$ cat src/rtl/imem_loader_pkg.sv
// Shared types and constants for the imem byte-stream bootloader.
// Holds the FSM state encoding, the error codes and the frame start byte.
package loader_pkg;

  typedef enum logic [2:0] {
    ST_IDLE,
    ST_CNT_HI,
    ST_CNT_LO,
    ST_PAYLOAD,
    ST_CHECK,
    ST_DONE,
    ST_ERROR
  } state_t;

  localparam logic [1:0] ERR_NONE    = 2'b00;
  localparam logic [1:0] ERR_CSUM    = 2'b01;
  localparam logic [1:0] ERR_COUNT   = 2'b10;
  localparam logic [1:0] ERR_TIMEOUT = 2'b11;

  localparam logic [7:0] MAGIC_DEFAULT = 8'hA5;

  // States in which a frame is in progress and the idle timer runs.
  function automatic logic is_active(state_t s);
    return (s == ST_CNT_HI) || (s == ST_CNT_LO) || (s == ST_PAYLOAD) || (s == ST_CHECK);
  endfunction

endpackage

$ cat src/rtl/imem_loader_if.sv
// Byte-stream input and imem write port of the loader, bundled together.
// master = byte source / imem owner side, slave = loader side.
interface imem_loader_if #(
  parameter int ADDR_WIDTH = 12,
  parameter int DATA_WIDTH = 32
) ();

  logic                  byte_valid;
  logic [7:0]            byte_data;
  logic                  byte_ready;
  logic [ADDR_WIDTH-1:0] imem_addr;
  logic [DATA_WIDTH-1:0] imem_wdata;
  logic                  imem_wren;

  modport master (
    output byte_valid,
    output byte_data,
    input  byte_ready,
    input  imem_addr,
    input  imem_wdata,
    input  imem_wren
  );

  modport slave (
    input  byte_valid,
    input  byte_data,
    output byte_ready,
    output imem_addr,
    output imem_wdata,
    output imem_wren
  );

endinterface

$ cat src/rtl/imem_loader_idle_timer.sv
// Down-counting idle timer: reloads on clear or while disabled, flags the
// CYCLES-th consecutive enabled cycle without a clear.
module idle_timer #(
  parameter int CYCLES = 65536
) (
  input  logic clock,
  input  logic reset,
  input  logic clear,
  input  logic enable,
  output logic expired
);

  localparam int W = $clog2(CYCLES + 1);
  localparam logic [W-1:0] LOAD = W'(CYCLES);
  localparam logic [W-1:0] TERM = W'(1);

  logic [W-1:0] cnt;

  always_ff @(posedge clock) begin
    if (reset || clear || !enable) begin
      cnt <= LOAD;
    end else if (cnt > TERM) begin
      cnt <= cnt - 1'b1;
    end
  end

  // A transfer on the terminal cycle suppresses expiry.
  assign expired = enable && !clear && (cnt == TERM);

endmodule

$ cat src/rtl/imem_loader.sv
// Framed byte-stream bootloader: packs big-endian words into imem, verifies an
// XOR checksum and releases the processor hold only on a good image.
//
// state      | meaning
// ST_IDLE    | hunting for MAGIC, other bytes dropped
// ST_CNT_HI  | expecting COUNT high byte
// ST_CNT_LO  | expecting COUNT low byte, range check
// ST_PAYLOAD | packing payload bytes, one imem write per word
// ST_CHECK   | expecting checksum byte
// ST_DONE    | image good, cpu released, waiting for rearm
// ST_ERROR   | frame rejected, err_code held, waiting for rearm
module imem_loader
  import loader_pkg::*;
#(
  parameter int         ADDR_WIDTH     = 12,
  parameter int         DATA_WIDTH     = 32,
  parameter logic [7:0] MAGIC          = MAGIC_DEFAULT,
  parameter int         TIMEOUT_CYCLES = 65536
) (
  input  logic           clock,
  input  logic           reset,
  input  logic           rearm,
  imem_loader_if.slave   bus,
  output logic           cpu_hold,
  output logic           load_done,
  output logic [1:0]     err_code
);

  localparam logic [16:0] MAX_WORDS = 17'(2 ** ADDR_WIDTH);

  state_t                state;
  logic [7:0]            cnt_hi;
  logic [16:0]           words_left;
  logic [1:0]            byte_cnt;
  logic [DATA_WIDTH-9:0] shift;
  logic [ADDR_WIDTH-1:0] word_idx;
  logic [7:0]            csum;
  logic                  last_pending;

  logic        xfer;
  logic        timeout;
  logic [16:0] count_new;

  assign xfer      = bus.byte_valid && bus.byte_ready;
  assign count_new = {1'b0, cnt_hi, bus.byte_data};

  idle_timer #(
    .CYCLES (TIMEOUT_CYCLES)
  ) u_idle_timer (
    .clock   (clock),
    .reset   (reset),
    .clear   (xfer),
    .enable  (is_active(state)),
    .expired (timeout)
  );

  always_ff @(posedge clock) begin
    if (reset) begin
      state          <= ST_IDLE;
      cnt_hi         <= '0;
      words_left     <= '0;
      byte_cnt       <= '0;
      shift          <= '0;
      word_idx       <= '0;
      csum           <= '0;
      last_pending   <= 1'b0;
      bus.byte_ready <= 1'b1;
      bus.imem_addr  <= '0;
      bus.imem_wdata <= '0;
      bus.imem_wren  <= 1'b0;
      cpu_hold       <= 1'b1;
      load_done      <= 1'b0;
      err_code       <= ERR_NONE;
    end else begin
      bus.imem_wren <= 1'b0;
      unique case (state)
        ST_IDLE: begin
          if (xfer && bus.byte_data == MAGIC) begin
            state    <= ST_CNT_HI;
            csum     <= '0;
            word_idx <= '0;
            byte_cnt <= '0;
          end
        end

        ST_CNT_HI: begin
          if (xfer) begin
            cnt_hi <= bus.byte_data;
            csum   <= csum ^ bus.byte_data;
            state  <= ST_CNT_LO;
          end else if (timeout) begin
            state          <= ST_ERROR;
            err_code       <= ERR_TIMEOUT;
            bus.byte_ready <= 1'b0;
          end
        end

        ST_CNT_LO: begin
          if (xfer) begin
            csum <= csum ^ bus.byte_data;
            if (count_new > MAX_WORDS) begin
              state          <= ST_ERROR;
              err_code       <= ERR_COUNT;
              bus.byte_ready <= 1'b0;
            end else if (count_new == '0) begin
              state <= ST_CHECK;
            end else begin
              words_left <= count_new;
              state      <= ST_PAYLOAD;
            end
          end else if (timeout) begin
            state          <= ST_ERROR;
            err_code       <= ERR_TIMEOUT;
            bus.byte_ready <= 1'b0;
          end
        end

        ST_PAYLOAD: begin
          // The final word's write cycle stays in PAYLOAD with input stalled.
          if (last_pending) begin
            last_pending   <= 1'b0;
            bus.byte_ready <= 1'b1;
            state          <= ST_CHECK;
          end else if (xfer) begin
            csum     <= csum ^ bus.byte_data;
            byte_cnt <= byte_cnt + 2'd1;
            if (byte_cnt == 2'd3) begin
              bus.imem_wren  <= 1'b1;
              bus.imem_addr  <= word_idx;
              bus.imem_wdata <= {shift, bus.byte_data};
              word_idx       <= word_idx + 1'b1;
              words_left     <= words_left - 17'd1;
              if (words_left == 17'd1) begin
                last_pending   <= 1'b1;
                bus.byte_ready <= 1'b0;
              end
            end else begin
              shift <= {shift[DATA_WIDTH-17:0], bus.byte_data};
            end
          end else if (timeout) begin
            state          <= ST_ERROR;
            err_code       <= ERR_TIMEOUT;
            bus.byte_ready <= 1'b0;
          end
        end

        ST_CHECK: begin
          if (xfer) begin
            bus.byte_ready <= 1'b0;
            if (bus.byte_data == csum) begin
              state     <= ST_DONE;
              load_done <= 1'b1;
              cpu_hold  <= 1'b0;
            end else begin
              state    <= ST_ERROR;
              err_code <= ERR_CSUM;
            end
          end else if (timeout) begin
            state          <= ST_ERROR;
            err_code       <= ERR_TIMEOUT;
            bus.byte_ready <= 1'b0;
          end
        end

        ST_DONE, ST_ERROR: begin
          if (rearm) begin
            state          <= ST_IDLE;
            bus.byte_ready <= 1'b1;
            err_code       <= ERR_NONE;
            load_done      <= 1'b0;
            cpu_hold       <= 1'b1;
            csum           <= '0;
          end
        end

        default: begin
          state          <= ST_IDLE;
          bus.byte_ready <= 1'b1;
        end
      endcase
    end
  end

endmodule
$ cat src/flat_wrapper.sv
// flat-port wrapper written by rule: the top's interface ports become plain ports
module imem_loader_flat import loader_pkg::*;
#(
  parameter int         ADDR_WIDTH     = 12,
  parameter int         DATA_WIDTH     = 32,
  parameter logic [7:0] MAGIC          = MAGIC_DEFAULT,
  parameter int         TIMEOUT_CYCLES = 65536
)
  (clock, reset, rearm, cpu_hold, load_done, err_code, bus_byte_valid, bus_byte_data, bus_byte_ready, bus_imem_addr, bus_imem_wdata, bus_imem_wren);
  imem_loader_if #(.ADDR_WIDTH(ADDR_WIDTH), .DATA_WIDTH(DATA_WIDTH)) bus_i ();
  input  logic clock;
  input  logic reset;
  input  logic rearm;
  output logic cpu_hold;
  output logic load_done;
  output logic [1:0] err_code;
  input wire logic [$bits(bus_i.byte_valid)-1:0] bus_byte_valid;
  input wire logic [$bits(bus_i.byte_data)-1:0] bus_byte_data;
  output wire logic [$bits(bus_i.byte_ready)-1:0] bus_byte_ready;
  output wire logic [$bits(bus_i.imem_addr)-1:0] bus_imem_addr;
  output wire logic [$bits(bus_i.imem_wdata)-1:0] bus_imem_wdata;
  output wire logic [$bits(bus_i.imem_wren)-1:0] bus_imem_wren;
  assign bus_i.byte_valid = bus_byte_valid;
  assign bus_i.byte_data = bus_byte_data;
  assign bus_byte_ready = bus_i.byte_ready;
  assign bus_imem_addr = bus_i.imem_addr;
  assign bus_imem_wdata = bus_i.imem_wdata;
  assign bus_imem_wren = bus_i.imem_wren;
  imem_loader #(.ADDR_WIDTH(ADDR_WIDTH), .DATA_WIDTH(DATA_WIDTH), .MAGIC(MAGIC), .TIMEOUT_CYCLES(TIMEOUT_CYCLES)) u_core (.clock(clock), .reset(reset), .rearm(rearm), .bus(bus_i), .cpu_hold(cpu_hold), .load_done(load_done), .err_code(err_code));
endmodule
$ cat config.mk
export PLATFORM = sky130hd
export DESIGN_NAME = imem_loader_flat
export DESIGN_NICKNAME = d
export VERILOG_FILES = /design/src/rtl/imem_loader_pkg.sv /design/src/rtl/imem_loader_if.sv /design/src/rtl/imem_loader_idle_timer.sv /design/src/rtl/imem_loader.sv /design/src/flat_wrapper.sv
export SDC_FILE = /design/constraint.sdc
export NUM_CORES = 1
export LEC_CHECK = 0
export BUFFER_PORTS_ARGS = -buffer_cell sky130_fd_sc_hd__buf_2
export CAP_MARGIN = 20
export CORE_ASPECT_RATIO = 0.8
export CORE_MARGIN = 4
export CORE_UTILIZATION = 55
export DETAILED_ROUTE_END_ITERATION = 6
export PLACE_DENSITY = 0.75
export SETUP_SLACK_MARGIN = 0.4
export SLEW_MARGIN = 10
export SYNTH_ARGS = -nofsm -noshare
export SYNTH_HDL_FRONTEND = slang
export SYNTH_HIERARCHICAL = 1
export SYNTH_SLANG_ARGS = --single-unit
$ cat constraint.sdc
create_clock -name clock -period 5 [get_ports clock]
set_clock_uncertainty 0.2 [all_clocks]
set_input_delay 0.75 -clock clock [delete_from_list [all_inputs] [get_ports clock]]
set_output_delay 0.75 -clock clock [all_outputs]
set_load 0.01 [all_outputs]
# Word level (Yosys, flattened, before mapping)
# Index checks and enable logic that the tools add are counted.
[word_totals] regBits=142 input_bits=12 output_inout_bits=50 elab_cells=152
[op_classes] n_addsub=4 n_lt_le_gt_ge=2 eq_ne=27 muxes=65 bitwise=6 n_reduce_logical=32
[ops] operator="$mux W17" n=6
[ops] operator="$mux W12" n=4
[ops] operator="$eq A17 B1 Y1 const B" n=2
[ops] operator="$pmux W17 S2" n=1
[ops] operator="$sub A17 B1 Y17 const B" n=2
[ops] operator="$mux W8" n=4
[ops] operator="$pmux W8 S4" n=1
[ops] operator="$mux W3" n=10
[ops] operator="$mux W2" n=12
[ops] operator="$pmux W12 S2" n=1
[ops] operator="$mux W1" n=20
[ops] operator="$ne A2 B2 Y1 const B" n=10
[ops] operator="$reduce_and A4 Y1" n=5
[ops] operator="$pmux W3 S6" n=1
[ops] operator="$gt A17 B1 Y1 const B" n=1
[ops] operator="$logic_not A17 Y1" n=1
[ops] operator="$gt A16 B13 Y1 const B" n=1
[ops] operator="$add A12 B1 Y12 const B" n=1
[ops] operator="$pmux W2 S5" n=1
[ops] operator="$reduce_and A5 Y1" n=2
[ops] operator="$eq A3 B3 Y1 const B" n=3
[ops] operator="$eq A8 B8 Y1" n=1
[ops] operator="$eq A8 B8 Y1 const B" n=1
[ops] operator="$ne A4 B3 Y1 const B" n=2
[ops] operator="other kinds (25)" n=43

# Longest topological paths before layout
[logic_depth] depth_word=10 ltp_mapped=11 mapped_depth_nobuf=10

# By module
# Netlist, hierarchy kept.
[by_module_without_submodules] mod="imem_loader" instances=1 cells_each=759 area_each_um2=5859.4 seq_area_each_um2=2502.4
[by_module_without_submodules] mod="idle_timer" instances=1 cells_each=114 area_each_um2=968.4 seq_area_each_um2=340.3

# Worst setup path before layout
# OpenSTA, ideal clock, no wires.
[synth_path] path_type="input-to-reg" from="input bus_byte_data[3]" to="register u_core.word_idx[7]" setup_ps=71 t_arrival_ps=2963 required_time_ps=4729 slack_ps=1767 stages=8 cell_sequence="buf_2 or4_4 or4_4 buf_6 a211o_1 buf_2 or3_1 a21oi_1"
[synth_between] elab_chain_len=4
[synth_lines] item="start, declared" line_no="flat_wrapper.sv:18" text="input wire logic [$bits(bus_i.byte_data)-1:0] bus_byte_data;"
[synth_lines] item="$eq A8 B8 Y1" line_no="imem_loader.sv:78" text="if (xfer && bus.byte_data == MAGIC) begin"
[synth_lines] item="$logic_and A1 B1 Y1" line_no="imem_loader.sv:78"
[synth_lines] item="$ne A2 B1 Y1 (no source line)"
[synth_lines] item="$reduce_and A5 Y1 (no source line)"
[synth_lines] item="end signal, assigned" line_no="imem_loader.sv:131" text="word_idx <= word_idx + 1'b1;"
[synth_lines] item="end, declared" line_no="imem_loader.sv:36" text="logic [ADDR_WIDTH-1:0] word_idx;"
# No other way between the ends.
# A chain may end at the register's enable or synchronous reset.

# Worst setup path in the final report
[layout_path] from="register u_core.state[2]" to="register u_core.bus.byte_ready"
[layout_between] elab_chain_len=10 word_cells_on_any_way=27 classes_between="11 x eq/ne; 7 x mux; 1 x bitwise; 8 x reduce/logical"
[layout_lines] item="start, declared" line_no="imem_loader.sv:31" text="state_t state;"
[layout_lines] item="start signal, assigned" line_no="imem_loader.sv:59" text="state <= ST_IDLE;"
[layout_lines] item="start signal, assigned" line_no="imem_loader.sv:79" text="state <= ST_CNT_HI;"
[layout_lines] item="start signal, assigned" line_no="imem_loader.sv:90" text="state <= ST_CNT_LO;"
[layout_lines] item="$eq A3 B1 Y1 or $eq A3 B2 Y1 (tied branches)" line_no="imem_loader_pkg.sv:24" text="return (s == ST_CNT_HI) || (s == ST_CNT_LO) || (s == ST_PAYLOAD) || (s == ST_CHECK);"
[layout_lines] item="$logic_or A1 B1 Y1 (2 in series)" line_no="imem_loader_pkg.sv:24"
[layout_lines] item="$logic_or A1 B1 Y1 *" line_no="imem_loader_pkg.sv:24"
[layout_lines] item="$logic_and A1 B1 Y1 * (2 in series)" line_no="imem_loader_idle_timer.sv:28" text="assign expired = enable && !clear && (cnt == TERM);"
[layout_lines] item="named net u_core.timeout" line_no="imem_loader.sv:41" text="logic timeout;"
[layout_lines] item="$mux W1 *"
[layout_lines] item="$mux W1 (2 in series)"
[layout_lines] item="$pmux W1 S6 *" line_no="imem_loader.sv:76" text="unique case (state)"
[layout_lines] item="end signal, assigned" line_no="imem_loader.sv:67" text="bus.byte_ready <= 1'b1;"
[layout_lines] item="end signal, assigned" line_no="imem_loader.sv:94" text="bus.byte_ready <= 1'b0;"
[layout_lines] item="end signal, assigned" line_no="imem_loader.sv:104" text="bus.byte_ready <= 1'b0;"
[layout_lines] item="end, declared" line_no="imem_loader_if.sv:27" text="output byte_ready,"
# The timed path passes the listed nets; every way through them passes the cells marked *. The select of a mux whose other input is x is not followed.

==> flow_metrics.py <==
metrics = {
    "placement": {
        "placedInstanceArea_sq_um": 7120,
        "hpwl_mm": 12.0,
        "portBuffers": 61,
        "gp_congestion": 0.976,
    },
    "hold_path": {
        "min_from": "u_core/bus.imem_wdata[8]$_SDFFE_PP0P_",
        "hold_path_depth": 2,
        "min_path_type": "register to register",
        "whs_endpoint": "u_core/bus.imem_wdata[8]$_SDFFE_PP0P_",
    },
    "synth": {
        "async_reset_ff_share_pct": 0,
        "synth_edf_count": 0,
        "mappedNetlistNets": 891,
        "synthTopCellsByArea": "dfxtp_1, a21oi_1, nand2_1, clkbuf_1, nor2_1",
        "yosysTopAreaCell": "dfxtp_1",
        "synth_warnings": 6,
        "syn_avg_cell_area_sq_um": 7.82,
        "synth_ff_type": "dfxtp_1",
        "seq_area_frac_synth_pct": 41.6,
        "syn-cell-area_sq_um": 6830,
        "synth_top_area_share_pct": 41.6,
        "synth-seq-cells": 142,
        "synth_cell_types": 65,
        "synth_cells": 873,
    },
    "worst_setup_path": {
        "cp_slowest_stage_delay_ns": 0.94,
        "crit_path_end_kind": "register",
        "cpMostUsedCell": "nor2b_1",
        "path_cells": "inv_1 > nand2_1 > and2_1 > nor2b_1 > and4_1 > nor2b_1 > o21ai_0 > a21oi_1 > a2111oi_0 > mux2i_1",
        "worstRegToRegCells": 10,
        "r2r-start": "u_core/state[2]$_SDFFE_PP0P_",
        "r2r-end": "u_core/bus.byte_ready$_SDFFE_PP1P_",
        "reg2reg_slack_ns": 1.53,
        "path_delay_family": "simple AND/OR/NAND/NOR gates",
        "worstPathMaxFanout": 30,
        "crit_buf_inv": 1,
        "cp.arrival_ns": 3.56,
        "critPathRequiredTime_ns": 5.09,
        "crit_type": "register to register",
        "worstSetupStartpointType": "register",
        "crit_path_top_delay_cell": "dfxtp_1",
    },
    "sta": {
        "min_period_over_period_pct": 69.3,
        "maxSlewHeadroom_pct": 23.1,
        "tightest_slew_ns": 1.15,
        "tns_ns": 0,
        "setup_viol": 0,
        "period_needed_ns": 3.47,
        "hold_ws_ns": 0.246,
        "hold_viol": 0,
        "fmax_ghz": 0.289,
        "grt_setup_unrepaired": "false",
        "final_max_slew_viol_count": 0,
    },
    "pwr": {
        "power_mw": 2.61,
        "leakagePower_nw": 2.84,
        "power_density_nw_per_um2": 337,
        "irDropWorstVdd_uv": 237,
    },
    "clock_tree": {
        "postCtsSetupBuffers": 0,
        "clock_path_buffers": 2,
        "cts_resized": 0,
        "clk_latency_ns": 0.43,
        "cts_made_buffers": 17,
        "cts_root_buffer": "clkbuf_16",
        "ctsHoldBuffers": 0,
        "htreeDepth": 4,
        "clock_sinks": 142,
        "cts_tree": "built",
        "clk_pin_slew_ns": 0.06,
    },
    "final_layout": {
        "nets": 915,
        "diodes": 0,
        "design_area_sq_um": 7730,
        "drive_gt1_share_pct": 12.9,
        "area_growth_pct": 13.2,
    },
    "flow_run": {
        "maxCapViolCount": 0,
    },
    "global_routing": {
        "grt_pass1_wl_mm": 30.6,
        "grtUsageTotal_pct": 26.1,
        "antenna_found_initial": 0,
        "grt_pass1_vias": 6350,
        "overflow": 0,
        "grt_max_degree": 75,
    },
    "die": {
        "die_height_microns": 108,
        "start_util_pct": 56.1,
        "fp.dieArea_sq_um": 14300,
        "coreArea_sq_um": 12200,
        "die_x_microns": 133,
        "num_rows": 36,
        "ioPinCount": 62,
    },
    "route": {
        "antenna_left": 0,
        "via_per_inst": 6.28,
        "wl_mm": 18.5,
        "drc_errors": 0,
        "firstDrtPassIters": 6,
        "wire_per_inst_microns": 17.4,
        "vias": 6672,
        "drtIter0Drc": 757,
    },
    "status": {
        "status": "completed",
    },
}
## worst register-to-register path: stages, from the launching register on
cell	delay, ns
dfxtp_1	0.94
inv_1	0.36
nand2_1	0.22
and2_1	0.14
nor2b_1	0.20
and4_1	0.39
nor2b_1	0.10
o21ai_0	0.15
a21oi_1	0.09
a2111oi_0	0.42
mux2i_1	0.12
## state kept, by name, summed over array words and instances (netlist names)
| name | count |
|---|---|
| u_core/word_idx | 12 |
| u_core/csum | 8 |
| u_core/last_pending | 1 |
| u_core/u_idle_timer/cnt | 17 |
| u_core/bus.byte_ready | 1 |
| u_core/cnt_hi | 8 |
| u_core/words_left | 17 |
| u_core/byte_cnt | 2 |
| u_core/bus.imem_addr | 12 |
| u_core/err_code | 2 |
| u_core/bus.imem_wdata | 32 |
| u_core/bus.imem_wren | 1 |
| u_core/shift | 24 |
| u_core/state | 3 |
| u_core/load_done | 1 |
| u_core/cpu_hold | 1 |
## where the power goes
part	switching (mW)	total [mW]	internal (mW)
sequential	0.0118	1.15	1.14
combinational	0.0962	0.151	0.0550
clock	0.503	1.30	0.802
## layout by cell type (no fill, tap or decap), types with 6 or more instances in the layout
| cell | n |
|---|---|
| buf_2 | 61 |
| inv_1 | 27 |
| a21oi_1 | 131 |
| nand2_1 | 172 |
| nand4_1 | 11 |
| xnor2_1 | 11 |
| and3_1 | 8 |
| nor2_1 | 49 |
| o32ai_1 | 13 |
| nor2b_1 | 7 |
| or4_1 | 11 |
| nor3_1 | 17 |
| or3_1 | 12 |
| nand2b_1 | 6 |
| clkbuf_16 | 17 |
| nor4_1 | 10 |
| nand3_1 | 12 |
| or2_2 | 9 |
| nand3b_1 | 10 |
| dfxtp_1 | 142 |
| ha_1 | 6 |
| mux2i_1 | 18 |
| o21ai_0 | 29 |
| o31ai_1 | 6 |
| and2_1 | 6 |
| buf_4 | 6 |
## synth_stat cells, types with 7 or more instances
| cell type | count |
|---|---|
| nor3_1 | 17 |
| or4_1 | 11 |
| nand4_1 | 11 |
| xnor2_1 | 11 |
| nand3b_1 | 10 |
| inv_1 | 27 |
| nor2_1 | 49 |
| or2_2 | 9 |
| clkbuf_1 | 56 |
| and3_1 | 8 |
| o21ai_0 | 29 |
| nor4_1 | 11 |
| mux2i_1 | 18 |
| nand3_1 | 12 |
| a21oi_1 | 131 |
| or3_1 | 12 |
| o32ai_1 | 13 |
| dfxtp_1 | 142 |
| nor2b_1 | 7 |
| nand2_1 | 172 |
## how the worst max path moves through the flow
stage,startpoint,endpoint,slack (ns),depth (start not counted)
2_1_floorplan,bus_byte_data[3],u_core/word_idx[7]$_SDFFE_PP0P_,1.77,8
3_3_place_gp,bus_byte_data[2],u_core/words_left[15]$_SDFFE_PP0P_,1.55,6
5_1_grt,u_core/state[2]$_SDFFE_PP0P_,u_core/bus.byte_ready$_SDFFE_PP1P_,1.32,10
4_1_cts,u_core/state[2]$_SDFFE_PP0P_,u_core/bus.byte_ready$_SDFFE_PP1P_,1.66,10
3_5_place_dp,bus_byte_data[2],u_core/words_left[15]$_SDFFE_PP0P_,1.34,6
6_report,u_core/state[2]$_SDFFE_PP0P_,u_core/bus.byte_ready$_SDFFE_PP1P_,1.53,10
## layout make-up
| class | instances | area [sq um] |
|---|---|---|
| multi-input cells | 642 | 3640 |
| fillers | 1066 | 4430 |
| repair buffers | 67 | 350 |
| clock inverters | 12 | 163 |
| inverters | 27 | 101 |
| clock buffers | 20 | 447 |
| well taps | 152 | 190 |
| flip-flops and latches | 142 | 2840 |
## kinds of logic (layout without fill, tap and decap cells)
kind of cell | after synthesis | in the layout | share of synthesized area (%)
compound gates | 247 | 247 | 22.4
buf+inv | 89 | 126 | 5.17
xor+xnor | 12 | 12 | 1.54
flops | 142 | 142 | 41.6
simple gates | 356 | 356 | 25.0
mux | 19 | 19 | 2.80
fa+ha+maj | 8 | 8 | 1.39
## through the flow
| step | setup slack (ns) | util, % | cells |
|---|---|---|---|
| 4_1_cts | 1.66 | 63.6 | 1062 |
| 3_5_place_dp | 1.34 | 58.6 | 1030 |
| 5_1_grt | 1.32 | 63.6 | 1062 |
| 3_3_place_gp | 1.55 | 58.5 | 1029 |
| 6_report | 1.53 | 63.6 | 1062 |
| 2_1_floorplan | 1.77 | - | 873 |
## metal layers
metal  part of all wire [%]  wire (microns)  vias to the layer above  track usage, %
met1                     45            8320                     3149            35.1
met2                     45            8310                      318            41.2
li1                       -               -                     3165               -
met3                    8.1            1500                       40            5.23
met4                    1.9             352                        0            10.8
met5                      0               0                        -               0
Power figures use the tool's default switching activity.
